$ cat src/rtl/vga_timing_pipe_if.sv
// Signal bundle between vga_timing_pipe and its pixel source / VGA DAC.
// The master side drives the request bus and the DAC outputs, and the slave side returns pixel colour.
interface vga_timing_pipe_if #(
    parameter int COLOR_W = 10,
    parameter int ADDR_W  = 22
);
    logic               oRequest;
    logic [10:0]        oCurrent_X;
    logic [10:0]        oCurrent_Y;
    logic [ADDR_W-1:0]  oAddress;
    logic               oFrame_Start;
    logic               oLine_Start;
    logic [COLOR_W-1:0] iRed;
    logic [COLOR_W-1:0] iGreen;
    logic [COLOR_W-1:0] iBlue;
    logic [COLOR_W-1:0] oVGA_R;
    logic [COLOR_W-1:0] oVGA_G;
    logic [COLOR_W-1:0] oVGA_B;
    logic               oVGA_HS;
    logic               oVGA_VS;
    logic               oVGA_BLANK;
    logic               oVGA_SYNC;
    logic               oVGA_CLOCK;

    modport master (
        output oRequest, oCurrent_X, oCurrent_Y, oAddress, oFrame_Start, oLine_Start,
        output oVGA_R, oVGA_G, oVGA_B, oVGA_HS, oVGA_VS, oVGA_BLANK, oVGA_SYNC, oVGA_CLOCK,
        input  iRed, iGreen, iBlue
    );

    modport slave (
        input  oRequest, oCurrent_X, oCurrent_Y, oAddress, oFrame_Start, oLine_Start,
        input  oVGA_R, oVGA_G, oVGA_B, oVGA_HS, oVGA_VS, oVGA_BLANK, oVGA_SYNC, oVGA_CLOCK,
        output iRed, iGreen, iBlue
    );
endinterface

$ cat src/rtl/vga_timing_pipe.sv
// Parametrised VGA timing generator that issues pixel requests REQ_LEAD cycles ahead of display.
// Sync and blank are delayed by the same amount so that they line up with the returned pixel data.
module vga_timing_pipe #(
    parameter int H_FRONT  = 16,
    parameter int H_SYNC   = 96,
    parameter int H_BACK   = 48,
    parameter int H_ACT    = 640,
    parameter int V_FRONT  = 10,
    parameter int V_SYNC   = 2,
    parameter int V_BACK   = 33,
    parameter int V_ACT    = 480,
    parameter int HS_POL   = 0,
    parameter int VS_POL   = 0,
    parameter int REQ_LEAD = 2,
    parameter int COLOR_W  = 10,
    parameter int ADDR_W   = 22
) (
    input  logic              iCLK,
    input  logic              iRST_N,
    vga_timing_pipe_if.master bus
);
    localparam int H_BLANK = H_FRONT + H_SYNC + H_BACK;
    localparam int H_TOTAL = H_BLANK + H_ACT;
    localparam int V_BLANK = V_FRONT + V_SYNC + V_BACK;
    localparam int V_TOTAL = V_BLANK + V_ACT;
    localparam int HCW     = $clog2(H_TOTAL);
    localparam int VCW     = $clog2(V_TOTAL);

    localparam logic [HCW-1:0]    H_LAST    = HCW'(H_TOTAL - 1);
    localparam logic [HCW-1:0]    H_ONE     = HCW'(1);
    localparam logic [HCW-1:0]    H_START   = HCW'(H_BLANK);
    localparam logic [VCW-1:0]    V_LAST    = VCW'(V_TOTAL - 1);
    localparam logic [VCW-1:0]    V_ONE     = VCW'(1);
    localparam logic [VCW-1:0]    V_START   = VCW'(V_BLANK);
    localparam logic [15:0]       H_SYNC_LO = 16'(H_FRONT);
    localparam logic [15:0]       H_SYNC_HI = 16'(H_FRONT + H_SYNC);
    localparam logic [15:0]       V_SYNC_LO = 16'(V_FRONT);
    localparam logic [15:0]       V_SYNC_HI = 16'(V_FRONT + V_SYNC);
    localparam logic [ADDR_W-1:0] ADDR_ONE  = ADDR_W'(1);
    localparam logic              HS_ACT    = (HS_POL != 0);
    localparam logic              VS_ACT    = (VS_POL != 0);

    // Half-open window test [lo, hi) on a zero-extended counter value.
    function automatic logic in_window(input logic [15:0] pos,
                                       input logic [15:0] lo,
                                       input logic [15:0] hi);
        return (pos >= lo) && (pos < hi);
    endfunction

    // h_q/v_q hold the position that stage 0 presents in the following cycle.
    logic [HCW-1:0]      h_q, h_d;
    logic [VCW-1:0]      v_q, v_d;
    logic [ADDR_W-1:0]   addr_cnt_q, addr_cnt_d;
    logic [ADDR_W-1:0]   addr_base;

    logic                req_q, req_d;
    logic [10:0]         x_q, x_d;
    logic [10:0]         y_q, y_d;
    logic [ADDR_W-1:0]   addr_q, addr_d;
    logic                frame_q, frame_d;
    logic                line_q, line_d;
    logic                hs0_q, hs0_d;
    logic                vs0_q, vs0_d;

    // Sync and data-enable flags are held active-high internally; polarity is applied at the output.
    logic [REQ_LEAD-1:0] hs_dly_q, hs_dly_d;
    logic [REQ_LEAD-1:0] vs_dly_q, vs_dly_d;
    logic [REQ_LEAD-1:0] de_dly_q, de_dly_d;

    logic [COLOR_W-1:0]  r_q, r_d;
    logic [COLOR_W-1:0]  g_q, g_d;
    logic [COLOR_W-1:0]  b_q, b_d;
    logic                blank_q, blank_d;
    logic                hs_q, hs_d;
    logic                vs_q, vs_d;

    // Raster counters: h wraps every line, v advances on the last h of each line.
    always_comb begin
        h_d = h_q;
        v_d = v_q;
        if (h_q == H_LAST) begin
            h_d = '0;
            if (v_q == V_LAST) begin
                v_d = '0;
            end else begin
                v_d = v_q + V_ONE;
            end
        end else begin
            h_d = h_q + H_ONE;
        end
    end

    // Stage 0: request, coordinates, address and raw sync flags for position (h_q, v_q).
    always_comb begin
        req_d     = (h_q >= H_START) && (v_q >= V_START);
        frame_d   = (h_q == '0) && (v_q == '0);
        line_d    = (h_q == '0);
        hs0_d     = in_window(16'(h_q), H_SYNC_LO, H_SYNC_HI);
        vs0_d     = in_window(16'(v_q), V_SYNC_LO, V_SYNC_HI);
        addr_base = addr_cnt_q;
        if (frame_d) begin
            addr_base = '0;
        end else begin
            addr_base = addr_cnt_q;
        end
        if (req_d) begin
            x_d        = 11'(h_q - H_START);
            y_d        = 11'(v_q - V_START);
            addr_d     = addr_base;
            addr_cnt_d = addr_base + ADDR_ONE;
        end else begin
            x_d        = 11'b0;
            y_d        = 11'b0;
            addr_d     = '0;
            addr_cnt_d = addr_base;
        end
    end

    // Delay line: entry REQ_LEAD-1 carries the stage-0 flags from REQ_LEAD cycles earlier.
    always_comb begin
        hs_dly_d    = hs_dly_q;
        vs_dly_d    = vs_dly_q;
        de_dly_d    = de_dly_q;
        hs_dly_d[0] = hs0_q;
        vs_dly_d[0] = vs0_q;
        de_dly_d[0] = req_q;
        for (int i = 1; i < REQ_LEAD; i++) begin
            hs_dly_d[i] = hs_dly_q[i-1];
            vs_dly_d[i] = vs_dly_q[i-1];
            de_dly_d[i] = de_dly_q[i-1];
        end
    end

    // Output stage: host colour is captured together with the matching delayed flags.
    always_comb begin
        blank_d = de_dly_q[REQ_LEAD-1];
        if (de_dly_q[REQ_LEAD-1]) begin
            r_d = bus.iRed;
            g_d = bus.iGreen;
            b_d = bus.iBlue;
        end else begin
            r_d = '0;
            g_d = '0;
            b_d = '0;
        end
        if (hs_dly_q[REQ_LEAD-1]) begin
            hs_d = HS_ACT;
        end else begin
            hs_d = ~HS_ACT;
        end
        if (vs_dly_q[REQ_LEAD-1]) begin
            vs_d = VS_ACT;
        end else begin
            vs_d = ~VS_ACT;
        end
    end

    // All state, with synchronous active-low reset; reset also flushes requests in flight.
    always_ff @(posedge iCLK) begin
        if (!iRST_N) begin
            h_q        <= '0;
            v_q        <= '0;
            addr_cnt_q <= '0;
            req_q      <= 1'b0;
            x_q        <= 11'b0;
            y_q        <= 11'b0;
            addr_q     <= '0;
            frame_q    <= 1'b0;
            line_q     <= 1'b0;
            hs0_q      <= 1'b0;
            vs0_q      <= 1'b0;
            hs_dly_q   <= '0;
            vs_dly_q   <= '0;
            de_dly_q   <= '0;
            r_q        <= '0;
            g_q        <= '0;
            b_q        <= '0;
            blank_q    <= 1'b0;
            hs_q       <= ~HS_ACT;
            vs_q       <= ~VS_ACT;
        end else begin
            h_q        <= h_d;
            v_q        <= v_d;
            addr_cnt_q <= addr_cnt_d;
            req_q      <= req_d;
            x_q        <= x_d;
            y_q        <= y_d;
            addr_q     <= addr_d;
            frame_q    <= frame_d;
            line_q     <= line_d;
            hs0_q      <= hs0_d;
            vs0_q      <= vs0_d;
            hs_dly_q   <= hs_dly_d;
            vs_dly_q   <= vs_dly_d;
            de_dly_q   <= de_dly_d;
            r_q        <= r_d;
            g_q        <= g_d;
            b_q        <= b_d;
            blank_q    <= blank_d;
            hs_q       <= hs_d;
            vs_q       <= vs_d;
        end
    end

    assign bus.oRequest     = req_q;
    assign bus.oCurrent_X   = x_q;
    assign bus.oCurrent_Y   = y_q;
    assign bus.oAddress     = addr_q;
    assign bus.oFrame_Start = frame_q;
    assign bus.oLine_Start  = line_q;
    assign bus.oVGA_R       = r_q;
    assign bus.oVGA_G       = g_q;
    assign bus.oVGA_B       = b_q;
    assign bus.oVGA_BLANK   = blank_q;
    assign bus.oVGA_HS      = hs_q;
    assign bus.oVGA_VS      = vs_q;
    assign bus.oVGA_SYNC    = 1'b1;
    assign bus.oVGA_CLOCK   = iCLK;
endmodule

$ cat src/flat_wrapper.sv
// flat-port wrapper written by rule: the top's interface ports become plain ports
module vga_timing_pipe_flat 
#(
    parameter int H_FRONT  = 16,
    parameter int H_SYNC   = 96,
    parameter int H_BACK   = 48,
    parameter int H_ACT    = 640,
    parameter int V_FRONT  = 10,
    parameter int V_SYNC   = 2,
    parameter int V_BACK   = 33,
    parameter int V_ACT    = 480,
    parameter int HS_POL   = 0,
    parameter int VS_POL   = 0,
    parameter int REQ_LEAD = 2,
    parameter int COLOR_W  = 10,
    parameter int ADDR_W   = 22
)
  (iCLK, iRST_N, bus_oRequest, bus_oCurrent_X, bus_oCurrent_Y, bus_oAddress, bus_oFrame_Start, bus_oLine_Start, bus_oVGA_R, bus_oVGA_G, bus_oVGA_B, bus_oVGA_HS, bus_oVGA_VS, bus_oVGA_BLANK, bus_oVGA_SYNC, bus_oVGA_CLOCK, bus_iRed, bus_iGreen, bus_iBlue);
  vga_timing_pipe_if #(.COLOR_W(COLOR_W), .ADDR_W(ADDR_W)) bus_i ();
  input  logic iCLK;
  input  logic iRST_N;
  output wire logic [$bits(bus_i.oRequest)-1:0] bus_oRequest;
  output wire logic [$bits(bus_i.oCurrent_X)-1:0] bus_oCurrent_X;
  output wire logic [$bits(bus_i.oCurrent_Y)-1:0] bus_oCurrent_Y;
  output wire logic [$bits(bus_i.oAddress)-1:0] bus_oAddress;
  output wire logic [$bits(bus_i.oFrame_Start)-1:0] bus_oFrame_Start;
  output wire logic [$bits(bus_i.oLine_Start)-1:0] bus_oLine_Start;
  output wire logic [$bits(bus_i.oVGA_R)-1:0] bus_oVGA_R;
  output wire logic [$bits(bus_i.oVGA_G)-1:0] bus_oVGA_G;
  output wire logic [$bits(bus_i.oVGA_B)-1:0] bus_oVGA_B;
  output wire logic [$bits(bus_i.oVGA_HS)-1:0] bus_oVGA_HS;
  output wire logic [$bits(bus_i.oVGA_VS)-1:0] bus_oVGA_VS;
  output wire logic [$bits(bus_i.oVGA_BLANK)-1:0] bus_oVGA_BLANK;
  output wire logic [$bits(bus_i.oVGA_SYNC)-1:0] bus_oVGA_SYNC;
  output wire logic [$bits(bus_i.oVGA_CLOCK)-1:0] bus_oVGA_CLOCK;
  input wire logic [$bits(bus_i.iRed)-1:0] bus_iRed;
  input wire logic [$bits(bus_i.iGreen)-1:0] bus_iGreen;
  input wire logic [$bits(bus_i.iBlue)-1:0] bus_iBlue;
  assign bus_oRequest = bus_i.oRequest;
  assign bus_oCurrent_X = bus_i.oCurrent_X;
  assign bus_oCurrent_Y = bus_i.oCurrent_Y;
  assign bus_oAddress = bus_i.oAddress;
  assign bus_oFrame_Start = bus_i.oFrame_Start;
  assign bus_oLine_Start = bus_i.oLine_Start;
  assign bus_oVGA_R = bus_i.oVGA_R;
  assign bus_oVGA_G = bus_i.oVGA_G;
  assign bus_oVGA_B = bus_i.oVGA_B;
  assign bus_oVGA_HS = bus_i.oVGA_HS;
  assign bus_oVGA_VS = bus_i.oVGA_VS;
  assign bus_oVGA_BLANK = bus_i.oVGA_BLANK;
  assign bus_oVGA_SYNC = bus_i.oVGA_SYNC;
  assign bus_oVGA_CLOCK = bus_i.oVGA_CLOCK;
  assign bus_i.iRed = bus_iRed;
  assign bus_i.iGreen = bus_iGreen;
  assign bus_i.iBlue = bus_iBlue;
  vga_timing_pipe #(.H_FRONT(H_FRONT), .H_SYNC(H_SYNC), .H_BACK(H_BACK), .H_ACT(H_ACT), .V_FRONT(V_FRONT), .V_SYNC(V_SYNC), .V_BACK(V_BACK), .V_ACT(V_ACT), .HS_POL(HS_POL), .VS_POL(VS_POL), .REQ_LEAD(REQ_LEAD), .COLOR_W(COLOR_W), .ADDR_W(ADDR_W)) u_core (.iCLK(iCLK), .iRST_N(iRST_N), .bus(bus_i));
endmodule
$ cat config.mk
export PLATFORM = sky130hd
export DESIGN_NAME = vga_timing_pipe_flat
export DESIGN_NICKNAME = d
export VERILOG_FILES = /design/src/rtl/vga_timing_pipe_if.sv /design/src/rtl/vga_timing_pipe.sv /design/src/flat_wrapper.sv
export SDC_FILE = /design/constraint.sdc
export NUM_CORES = 1
export LEC_CHECK = 0
export CORE_MARGIN = 2
export CORE_UTILIZATION = 45
export DETAILED_ROUTE_END_ITERATION = 10
export PLACE_DENSITY = 0.75
export SLEW_MARGIN = 20
export SYNTH_ARGS = -nofsm -noshare
export SYNTH_HDL_FRONTEND = slang
export SYNTH_SLANG_ARGS = --single-unit
$ cat constraint.sdc
create_clock -name iCLK -period 2.76 [get_ports iCLK]
set_input_delay 0.552 -clock iCLK [delete_from_list [all_inputs] [get_ports iCLK]]
set_output_delay 0.552 -clock iCLK [all_outputs]
set_load 0.01 [all_outputs]
-- Word-level counts from Yosys, hierarchy flattened
Cells that the tools add are included.
W data, S select, Z words.
- RAM bits: 0
- output and inout port bits: 82
- memories: 0
- memory bits (read-only): 0
- bits in latches: 0
- register bits after elaboration: 130
- order comparisons: 6
- multiplexer cells: 5
- bitwise logic cells: 1
- multiply operators: 0
- equality and inequality tests: 2
- shifts and indexed selects: 0
- div/mod/pow operators: 0
- reductions and logical operators: 9
- $add $sub $neg: 5
- operators by type and width (kind ; number):
    $mux W22 ; 2
    $add A22 B1 Y22 const B ; 1
    $add A10 B1 Y10 const B ; 2
    $eq A10 B10 Y1 const B ; 2
    $logic_not A10 Y1 ; 2
    $sub A10 B6 Y11 const B ; 1
    $sub A10 B8 Y11 const B ; 1
    $ge A10 B4 Y1 const B ; 1
    $ge A10 B5 Y1 const B ; 1
    $ge A10 B6 Y1 const B ; 1
    $ge A10 B8 Y1 const B ; 1
    $lt A10 B4 Y1 const B ; 1
    $lt A10 B7 Y1 const B ; 1
    $mux W10 ; 1
    $logic_and A1 B1 Y1 ; 4
    $reduce_and A2 Y1 ; 2
    $mux W1 ; 2
    $reduce_or A2 Y1 ; 1
    $not A1 Y1 ; 1

-- Longest topological paths before layout
Gate-level depths: netlist of the first run.
- depth in word-level cells: 5
- gate-level depth with buffers: 12
- gate-level depth less buffers: 12

==> summary.txt, run 1 <==
Pint: 3.48 mW
setup_tns: 0 ns
GRT Util Overall: 20.2%
Non-Filler Instances: 766
Top FF cell, synth: dfxtp_1
Core Util, Final: 64.9%
drt first pass iters: 5
Synth Area in Simple Gates: 25.9%
Hold Buf Count CTS: 0
net switching fraction of the power: 20.5%
Seq. cell area: 2600 um2
num rows: 37
largest net degree at the start of global routing: 40
IO Count: 114
CTS tree: done
Die W: 108 um
Flop pwr share: 43.1%
crit-path max cell delay: 0.46 ns
met2 Use GR: 31.6%
clk slew on worst S/H paths: 0.06 ns
drt drc: 0
sequence of cells on the critical path: clkbuf_8 > clkbuf_8 > clkdlybuf4s50_1
Async S/R FF share, synth: 0%
mux contribution to synthesized area: 0.208%
antenna viol nets, final: 0
WL/cell: 14.8 um
R2R Setup Slk: 0.18 ns
distinct cell type count after synthesis: 50
number of antenna violations at the first check in global routing: 0
Initial Util: 46.5%
hpwl dp: 7.66 mm
Critical Path Sink Type: output port
global-route wire length before repair: 18.1 mm
crit-path max FO: 3
final number of max-transition violations: 0
worst slew pin tran: 0.706 ns
fill cell count: 799
Post-Synth Adder-Cell Area: 2.59%
Critical Path RT: 2.21 ns
sequential area share after synthesis: 54.0%
RSZ-0062 raised after global routing: no
vias in the first global route: 3726
Final setup violation count: 0
Synth Net Count: 539
met1 GRT Util: 25.4%
routing usage on met3: 7.38%
die height: 108 um
compound-gate portion of the synthesized area: 8.12%
Post-synth EDFFs: 0
Crit Path Category: clk -> out
synthesized flop and latch total: 130
Placed Cells incl. Taps: 730
worst clock skew: 0.00868 ns
Vias: 4037
Routed WL: 11.3 mm
worst-skew pair later-pin latency: 0.62 ns
Mapped Cells: 497
nets@finish: 658
Synthesis Warnings: 0
Clk pwr share: 54.2%
DIE AREA: 11600 um2
CP startpoint kind: clock port
Mapped Area: 4820 um2
Iter 0 DRT Violations: 268
max_slew headroom: 52.9%
NetSw: 0.900 mW
Arr. time, crit path: 2.07 ns
status: finished clean
Avg Inst Size Synth: 9.70 um2
CORE AREA: 10400 um2
combinational share of power: 2.7%
Hold Crit Class: reg -> reg
pwr dens: 651 nW/um2
total gr overflow: 0
Layout area overhead: 39.5%
main combinational cell family by area after synthesis: simple AND/OR/NAND/NOR gates
GRT Max-Usage Layer: met2
gpl congestion: 0.889
Critical-path top delay cell: clkdlybuf4s50_1
area occupied by multi-input gates: 1980 um2
peak supply drop: 0.000484 V
Port Buffers: 112
CP dominant cell by count: clkbuf_8
Vias/cell: 5.27
Design Power: 4.38 mW
XOR/XNOR Fraction of Synth Area: 4.00%
leakage power: 2.72 nW
ratio of cells with drive above 1 in the final layout: 9.54%
Hold Fails Final Rpt: 0
Max Cap Violations: 0
## routing by layer
metal | vias to the layer above | part of all wire [%]
li1 | 1971 | -
met1 | 1877 | 44
met3 | 15 | 8.0
met2 | 174 | 46
met4 | 0 | 1.4
met5 | - | 0
## sequential cells by signal (all words and copies together), names as in the netlist, 2 cells and up
name / cells
u_core.addr_cnt_q: 22
u_core.bus.oAddress: 22
u_core.bus.oCurrent_X: 11
u_core.bus.oCurrent_Y: 11
u_core.bus.oVGA_B: 10
u_core.bus.oVGA_G: 10
u_core.bus.oVGA_R: 10
u_core.h_q: 10
u_core.v_q: 10
u_core.de_dly_q: 2
u_core.hs_dly_q: 2
u_core.vs_dly_q: 2
## stage by stage
stage / hold slack (ns) / cell area, um2 / setup slack, ns
after CTS: 0.373 / 6720 / 0.116
final: 0.369 / 6730 / 0.138
after global placement: 0.356 / 6070 / 0.273
after floorplan: 0.352 / 4820 / 0.141
after global routing: 0.399 / 6730 / 0.0472
after detailed placement: 0.355 / 6070 / 0.128
## worst paths after layout
check	from	to	cells after the start
worst max-delay path	iCLK	bus_oVGA_CLOCK	3
worst min-delay path	u_core.vs_dly_q[1]	u_core.bus.oVGA_VS	1
worst max register to register	u_core.v_q[0]	u_core.addr_cnt_q[18]	11
worst min register to register	u_core.vs_dly_q[1]	u_core.bus.oVGA_VS	1
## synthesized netlist by cell type, drive strengths merged, types with 4 or more instances
cell type	count	area, um2
a21oi	22	110
nor2	42	158
buf	15	114
dfxtp	130	2600
ha	10	125
clkbuf	20	75.1
o31ai	4	30.0
nand4	10	62.6
or3	13	81.3
inv	15	56.3
nor3	15	75.1
xnor2	14	123
xor2	8	70.1
o21ai	16	80.1
and4	7	61.3
and2	13	81.3
nand2	25	93.8
or4	7	52.6
and3	57	357
nand3	16	80.1
## area by class of cell
class,count,area share (%)
sequential,130,38.7
multi-input combinational,317,29.5
timing repair buffer,131,18.7
clock buffer,23,7.33
tap,136,2.53
clock inverter,13,2.38
inverter,15,0.837
antenna,1,0.0372
## cell usage in the layout (no fill, tap or decap), types with 14 or more instances in the layout
cell type	count
a21oi_1	22
and3_1	57
buf_4	20
clkbuf_16	16
clkdlybuf4s50_1	112
dfxtp_1	130
inv_1	15
nand2_1	24
nand3_1	16
nor2_1	42
nor3_1	15
o21ai_0	14
xnor2_1	14
## power by group through the flow
stage                     logic, mW  registers (mW)  clock network (mW)
after global routing          0.129            1.89                2.51
after CTS                     0.118            1.89                2.41
final                         0.119            1.89                2.38
after detailed placement      0.117            1.93              0.0369
after floorplan              0.0440            1.93              0.0299
after global placement        0.115            1.93              0.0369
## critical path, delay by kind of cell
family | cells | cell delay, ns
buf+inv | 3 | 0.69
## timing repair
item	in CTS	in global routing
resized for setup	0	2
setup buffers	0	0
hold endpoints to repair	0	0
setup endpoints to repair	0	1
## kinds of logic (layout without fill, tap and decap cells)
logic type | after synthesis | count (layout)
AOI/OAI and AO/OA | 61 | 61
xor gates and xnor gates | 22 | 22
and+or+nand+nor | 222 | 222
muxes | 1 | 1
adders and majority gates | 10 | 10
other | 1 | 2
buffers and inverters | 50 | 182
DFF | 130 | 130
(Power assumes the default switching activity.)
==> run 2, diff against run 1 <==
- CORE_UTILIZATION: 45 -> 40
- PLACE_DENSITY: 0.75 -> 0.68
==> run 2 against run 1 <==
Effect of this change:
- routed wire length is 1.9% higher
- global-route usage is 2.0 points lower
- core utilization is 9.0 points lower
- total power is 5.5% lower
- via count is 0.52% lower
- combinational power hardly changed
- register-to-register slack hardly changed
- clock power is 11% lower
- flip-flop and latch count stayed put
- non-clock buffer count stayed put
- sequential power hardly changed
- critical path type unchanged
- critical endpoint unchanged
- largest power group unchanged
==> summary.txt, run 2 (synthesis results as in run 1) <==
routing usage on met3: 6.43%
Initial Util: 40.5%
setup ws final: 0.118 ns
Hold Crit Class: reg -> reg
crit-path max FO: 2
die height: 114 um
Port Buffers: 112
Arr. time, crit path: 2.09 ns
total gr overflow: 0
Iter 0 DRT Violations: 297
IO Count: 114
global-route wire length before repair: 18.4 mm
Antenna Cells: 0
nets@finish: 658
worst clock skew: 0.00935 ns
largest net degree at the start of global routing: 66
gpl congestion: 0.846
drt drc: 0
final number of max-transition violations: 0
worst slew pin tran: 0.788 ns
Critical Path Sink Type: output port
leakage power: 2.68 nW
number of antenna violations at the first check in global routing: 0
Hold Fails Final Rpt: 0
Routed WL: 11.5 mm
GRT Util Overall: 18.3%
worst-skew pair later-pin latency: 0.52 ns
dpl ws: 0.138 ns
Critical Path RT: 2.21 ns
CTS tree: done
Vias/cell: 5.21
Final setup violation count: 0
Crit Path Category: clk -> out
Non-Filler Instances: 771
num rows: 40
CP startpoint kind: clock port
Post-CTS Setup Bufs: 0
met2 Use GR: 28.4%
hpwl dp: 7.80 mm
peak supply drop: 0.000404 V
Core Util, Final: 55.9%
vias in the first global route: 3755
drt first pass iters: 4
Post-DP Area: 6090 um2
antenna viol nets, final: 0
ratio of cells with drive above 1 in the final layout: 7.53%
Design Power: 4.14 mW
Max Cap Violations: 0
Placed Cells incl. Taps: 741
pwr dens: 623 nW/um2
Die W: 114 um
design area: 6650 um2
fill cell count: 1052
most used cells in the layout excluding fill and tap cells: dfxtp_1 (130), clkdlybuf4s50_1 (112), and3_1 (57), nor2_1 (42), nand2_1 (25)
Vias: 4016
GRT Max-Usage Layer: met2
Layout area overhead: 38.0%
met1 GRT Util: 22.6%
status: finished clean
clk slew on worst S/H paths: 0.05 ns
commonest non-fill, non-tap cell in the layout: dfxtp_1
DIE AREA: 12900 um2
WL/cell: 15.0 um
CORE AREA: 11900 um2
max_slew headroom: 47.4%
-- run 2: worst paths after layout --
check | cells after the start | slack [ns] | endpoint | start
setup / recovery | 3 | 0.12 | bus_oVGA_CLOCK | iCLK
hold / removal | 1 | 0.37 | u_core.bus.oVGA_HS | u_core.hs_dly_q[1]
setup reg to reg | 10 | 0.17 | u_core.addr_cnt_q[20] | u_core.h_q[0]
hold reg to reg | 1 | 0.37 | u_core.bus.oVGA_HS | u_core.hs_dly_q[1]
-- run 2: metal layers --
layer	share of wire (%)	vias up
met2	46	144
met4	1.3	0
met5	0	-
li1	-	1960
met3	7.5	17
met1	45	1895
-- run 2: per-stage QoR --
step | setup TNS [ns] | hold slack, ns
2_1_floorplan | 0 | 0.352
3_3_place_gp | 0 | 0.354
3_5_place_dp | 0 | 0.357
4_1_cts | 0 | 0.369
5_1_grt | -0.00189 | 0.390
6_report | 0 | 0.367
-- run 2: cell type report --
| class | instances | area [um2] | share of cell area [%] |
|---|---|---|---|
| inverters | 15 | 56.3 | 0.846 |
| repair buffers | 131 | 1260 | 19.0 |
| well taps | 147 | 184 | 2.76 |
| multi-input cells | 317 | 1980 | 29.8 |
| clock buffers | 30 | 564 | 8.48 |
| clock inverters | 1 | 5.00 | 0.0752 |
| flip-flops and latches | 130 | 2600 | 39.1 |
-- run 2: repair_timing --
item	in CTS	in global routing
resized for setup	0	1
setup endpoints to repair	0	1
hold buffers	0	0
-- run 2: worst max-delay path, cell delays in order --
cell             delay (ns)
clkbuf_16              0.12
clkbuf_16              0.13
clkdlybuf4s50_1        0.46
-- run 2: report_power, final --
part / switching (mW) / leakage, nW / internal (mW)
sequential: 0.00436 / 1.05 / 1.89
combinational: 0.0573 / 1.35 / 0.0605
clock: 0.760 / 0.277 / 1.37
total: 0.822 / 2.68 / 3.32
